--- src/rtl/pu_demultiplexer.sv ---
// Demultiplexer PU: routes tagged bus words into holding slots,
// then drains valid slots onto the bus in round-robin order.
module pu_demultiplexer #(
    parameter int DATA_WIDTH = 32,
    parameter int ATTR_WIDTH = 4,
    parameter int SEL_WIDTH  = 1
) (
    input  logic                  clk,
    input  logic                  rst_n,
    input  logic                  sel_active,
    input  logic                  data_active,
    input  logic                  out_active,
    input  logic [DATA_WIDTH-1:0] data_in,
    input  logic [ATTR_WIDTH-1:0] attr_in,
    output logic [DATA_WIDTH-1:0] data_out,
    output logic [ATTR_WIDTH-1:0] attr_out,
    output logic                  empty,
    output logic                  underflow
);

    localparam int N_SLOTS = 2 ** SEL_WIDTH;

    logic [SEL_WIDTH-1:0]  sel;
    logic [SEL_WIDTH-1:0]  rd_ptr;
    logic [SEL_WIDTH-1:0]  pop_idx;
    logic [SEL_WIDTH-1:0]  cand;
    logic                  pop_hit;
    logic [N_SLOTS-1:0]    valid;
    logic [N_SLOTS-1:0]    valid_nxt;
    logic [DATA_WIDTH-1:0] slot_data [N_SLOTS];
    logic [ATTR_WIDTH-1:0] slot_attr [N_SLOTS];

    // Cyclic search from rd_ptr; index arithmetic wraps at N_SLOTS.
    always_comb begin
        pop_hit = 1'b0;
        pop_idx = rd_ptr;
        cand    = rd_ptr;
        for (int i = 0; i < N_SLOTS; i++) begin
            cand = rd_ptr + SEL_WIDTH'(i);
            if (!pop_hit && valid[cand]) begin
                pop_hit = 1'b1;
                pop_idx = cand;
            end
        end
    end

    // The write is applied after the clear so a same-slot write survives.
    always_comb begin
        valid_nxt = valid;
        if (out_active && pop_hit) begin
            valid_nxt[pop_idx] = 1'b0;
        end
        if (data_active) begin
            valid_nxt[sel] = 1'b1;
        end
    end

    always_ff @(posedge clk or negedge rst_n) begin
        if (!rst_n) begin
            for (int i = 0; i < N_SLOTS; i++) begin
                slot_data[i] <= '0;
                slot_attr[i] <= '0;
            end
        end else if (data_active) begin
            slot_data[sel] <= data_in;
            slot_attr[sel] <= attr_in;
        end
    end

    always_ff @(posedge clk or negedge rst_n) begin
        if (!rst_n) begin
            sel   <= '0;
            valid <= '0;
        end else begin
            valid <= valid_nxt;
            if (sel_active) begin
                sel <= data_in[SEL_WIDTH-1:0];
            end
        end
    end

    always_ff @(posedge clk or negedge rst_n) begin
        if (!rst_n) begin
            rd_ptr    <= '0;
            data_out  <= '0;
            attr_out  <= '0;
            underflow <= 1'b0;
        end else if (out_active && pop_hit) begin
            data_out <= slot_data[pop_idx];
            attr_out <= slot_attr[pop_idx];
            rd_ptr   <= pop_idx + SEL_WIDTH'(1);
        end else begin
            data_out <= '0;
            attr_out <= '0;
            if (out_active) begin
                underflow <= 1'b1;
            end
        end
    end

    assign empty = ~|valid;

endmodule

--- config.mk ---
export PLATFORM = sky130hd
export DESIGN_NAME = pu_demultiplexer
export DESIGN_NICKNAME = d
export VERILOG_FILES = /design/src/rtl/pu_demultiplexer.sv
export SDC_FILE = /design/constraint.sdc
export NUM_CORES = 1
export LEC_CHECK = 0
export CAP_MARGIN = 10
export CORE_AREA = 2 2 109 111
export DETAILED_ROUTE_END_ITERATION = 8
export DIE_AREA = 0 0 111 113
export HOLD_SLACK_MARGIN = 0.08
export PLACE_DENSITY = 0.68
export REMOVE_ABC_BUFFERS = 1
export SLEW_MARGIN = 0
export SYNTH_ARGS = -nofsm -noshare
export SYNTH_HDL_FRONTEND = slang
export SYNTH_SLANG_ARGS = --single-unit
--- constraint.sdc ---
create_clock -name clk -period 3.3 [get_ports clk]
set_clock_uncertainty 0.05 [all_clocks]
set_input_delay 0.825 -clock clk [delete_from_list [all_inputs] [get_ports clk]]
set_output_delay 0.825 -clock clk [all_outputs]
set_load 0.1 [all_outputs]
Word-level counts from Yosys, hierarchy flattened
Index checks and enable logic that the tools add are counted.

cells by class
  add/sub/neg operators = 2
  $mul = 0
  div/mod/pow operators = 0
  order comparisons = 9
  equality and inequality tests = 0
  shift operators = 0
  mux-type cells = 27
  bitwise logic cells = 6
  reduce and logical (&&, ||, !) cells = 9

operators by type and width
  operator                                                                       number
  32-bit two-way mux                                                             5
  64-bit bitwise mux                                                             1
  32-bit demux with 1-bit select                                                 1
  4-bit two-way mux                                                              5
  1-bit two-way mux                                                              9
  8-bit bitwise mux                                                              1
  1-bit by 2-bit less-than comparator with 1-bit output (second input constant)  4
  1-bit logical AND                                                              5
  4-bit demux with 1-bit select                                                  1
  2-bit greater-or-equal comparator (second input constant)                      2
  2-bit two-way mux                                                              2
  1-bit inverter with 2-bit output                                               2
  1-bit adder (second input constant)                                            2
  2-bit bitwise AND                                                              1
  1-bit demux with 1-bit select                                                  2
  1-bit greater-or-equal comparator (second input constant)                      2
  1-bit zero test                                                                2
  2-bit by 1-bit less-than comparator with 1-bit output (second input constant)  1
  2-bit inverter                                                                 1
  2-bit bitwise OR                                                               1
  2-bit AND reduction                                                            1
  2-bit OR reduction                                                             1
  1-bit inverter                                                                 1

storage, ports and cells
  bits in registers = 113
  bits in latches = 0
  bits in writable memories = 0
  ROM bits = 0
  input bits = 41
  logic and storage cells = 63
  memories kept = 0

Longest topological paths before layout
  depth after elaboration = 15
  gate-level depth with buffers = 5
  depth with buffers taken out = 3

Worst setup path before layout
OpenSTA, ideal clock, no wires.

  kind = register to output
  start point = register valid[0]
  end point = output port empty
  arrival = 1.700 ns
  data required time = 2.425 ns
  setup slack = 0.725 ns
  stages on the path, launching flop included = 2
  buffers on the path = 0
  path through = dfrtp_1 > nor2_1

on the way
  word-level cells in the longest chain between the ends = 2

ends and longest elaborated chain
  element                 RTL line  RTL
  start, declared         28        logic [N_SLOTS-1:0] valid;
  start signal, assigned  75        valid <= valid_nxt;
  2-bit OR reduction      101       assign empty = ~|valid;
  1-bit zero test         101
  end, declared           17        output logic empty,

No other way between the ends.

Worst setup path in the final report
Ends and elaborated chain as after synthesis.

==> summary.md <==
| Metric | Value |
|---|---|
| Htree depth | 4 |
| YS warnings | 0 |
| Clock Latency Late Sink | ~400 ps |
| Fraction of layout instances using a drive strength above 1 | about 36% |
| I/O pin count | 79 |
| Drt initial violations | 120 |
| Most frequent cells in the layout | 113 x dfrtp_1, 75 x nand2_1, 73 x mux2_2 |
| Worst path bufs/invs | 1 |
| First-pass GRT wire length | around 15 mm |
| Maximum buffer depth of the clock tree | 2 |
| Startpoint Class | flop |
| Multi-input logic area | between 1000 and 1500 um2 |
| Cell Chain, Critical Path | nor2_1 -> buf_4 |
| DR top layer | met4 |
| RSZ-0062 raised after global routing | no |
| Post-synth top flop | dfrtp_1 |
| P per Cell Area | around 910 nW/um2 |
| Final WL | just under 9 mm |
| Final hold slack | between 200 and 250 ps |
| DRC viols | 0 |
| Final hold violation count | 0 |
| CTS Root Cell | clkbuf_16 |
| CP max stage delay | around 430 ps |
| Pre-Repair DR Iteration Count | 4 |
| Avg Inst Size Synth | 13.24 um2 |
| Routed Antenna Nets | 0 |
| Commonest non-fill, non-tap cell in the layout | dfrtp_1 |
| Layout area overhead | 32.18% |
| Setup Total Neg Slack | 0 ps |
| Hold buffers post-CTS | 0 |
| Row cnt | 39 |
| CP Capture Type | primary output |
| Hold Crit Class | input pin to asynchronous set/reset pin |
| Slew HR | a little over two fifths |
| Die Ht | approximately 110 um |
| Slew @ Worst Pin | roughly 860 ps |
| Seq/Total Area, Yosys | about two thirds |
| # nets final | between 400 and 500 |
| Register area | approximately 2800 um2 |
| Type of the worst setup path | flop to primary output |
| Met3 WL | ~380 um |
| Post-DR wirelength/cell | 15.57 um |
| #FFs+latches synth | ~110 |
| Fmax | 457.8 MHz |
| All-layer global routing usage | between 10% and 20% |
| Vias in the first global route | around 2900 |
| Critical path depth | 2 |
| Cells after synthesis | 330 |
| Resize count post-CTS | 0 |
| Via count | about 2800 |
| Cell Area, Synth | ~4400 um2 |
| Port Buffer Count | just under 80 |
| Fillcell total | 968 |
| Initial core utilization | 38.77% |
| Via/cell ratio | a little under 5 |
| Number of CTS-inserted buffers | 17 |
| CP required | approximately 2400 ps |
| Crit-path leading delay family | flip-flops |
| Post-DP HPWL | between 5 and 6 mm |
| Lkg Pwr | between 2 and 3 nW |
| Core ar. | between 10000 and 15000 um2 |
| Total congestion overflow | 0 |
| EDFF count, synth | 0 |
| Initial antenna violation count | 0 |
| Tmin final | roughly 2200 ps |
| VDD IR-drop max | ~0.52 mV |
| Met2 routed WL | about 4.5 mm |
| Max_cap viols | 0 |
| Routability cong. | just under 0.7 |
| WL met1 | around 3.9 mm |
| Crit-path max FO | 5 |
| Clock sink total | roughly 110 |
| Die X | approximately 110 um |
| Yosys cell types | 15 |
| Post-CTS Setup Inserts | 0 |
| Pins Over Slew Limit | 0 |
| Async set-reset flop share out of synthesis | 100.0% |
| Pin count of the biggest net entering global routing | a little under 80 |
| TritonCTS clock tree | done |
| Critical-path top delay cell | dfrtp_1 |
| Worst Path Arrival | approximately 1300 ps |
| ANT cells | 0 |
| Die footprint | 12540 um2 |
| Status | finished, final reports clean |
| Final cycle utilization of the critical path | between 60 and 70% |
| Final setup vio count | 0 |
| Worst reg2reg path depth | 3 |
| Clock Pin Slew Worst Setup and Hold Paths | 50 ps |
-- worst register-to-register path, delay by kind of cell, from the launching register on --
| family | cells | cell delay [ps] |
|---|---|---|
| and+or+nand+nor | 2 | 800 |
| AOI/OAI and AO/OA | 1 | 260 |
| DFF | 1 | 400 |
-- cell type report --
type	instances	share of cell area, %
well taps	143	3.097
clock buffers	19	7.667
flip-flops and latches	113	48.95
repair buffers	85	13.08
clock inverters	12	2.859
multi-input cells	195	24.34
-- per-stage QoR --
stage	setup WS, ps	util [%]	power [W]	std cells	area, um2
finish	1116	51.25	0.005248	567	5777
floorplan	226.8	-	0.002971	308	4222
global placement	770.7	45.85	0.003376	536	5169
detailed placement	753.8	45.85	0.003404	536	5169
CTS	1100	51.25	0.005293	567	5777
global route	1023	51.25	0.005456	567	5777
-- routing by layer --
metal / track usage (%) / up-vias
met5: 0 / -
met4: 6.000 / 0
met3: 4.231 / 8
met2: 24.83 / 65
met1: 18.62 / 1436
li1: - / 1303
-- registers in the layout, summed over array words and instances (netlist names) --
| name | cells |
|---|---|
| underflow | 1 |
| attr_out | 4 |
| rd_ptr | 1 |
| valid | 2 |
| slot_data | 64 |
| data_out | 32 |
| sel | 1 |
| slot_attr | 8 |
-- power breakdown --
part / switching (W) / internal (W)
logic: 0.00114 / 0.000422
clock network: 0.000603 / 0.00127
registers: 0.000135 / 0.00168
-- worst paths after layout --
check                           startpoint             to  slack (ps)
worst min register to register   underflow      underflow         400
min in group clk                 underflow      underflow         400
max in group asynchronous            rst_n  slot_data[51]        2340
worst max register to register      rd_ptr    data_out[4]        1610
worst min-delay path                 rst_n   data_out[18]         240
worst max-delay path              valid[0]          empty        1120
-- cells in the mapped netlist (2+ instances only) --
cell type / instances / area [um2]
o22ai_1: 36 / 225.2
buf_6: 7 / 78.83
a21o_1: 2 / 15.01
clkbuf_1: 4 / 15.01
dfrtp_1: 113 / 2828
buf_2: 11 / 55.05
mux2_2: 73 / 822.0
nand2_1: 77 / 289.0
-- kinds of logic after synthesis --
| kind of cell | synth area share [%] |
|---|---|
| DFF | 64.70 |
| buffers and inverters | 3.407 |
| muxes | 18.81 |
| AOI/OAI and AO/OA | 5.955 |
| and+or+nand+nor | 7.129 |
Note: power is estimated with default switching activity, not from simulation.
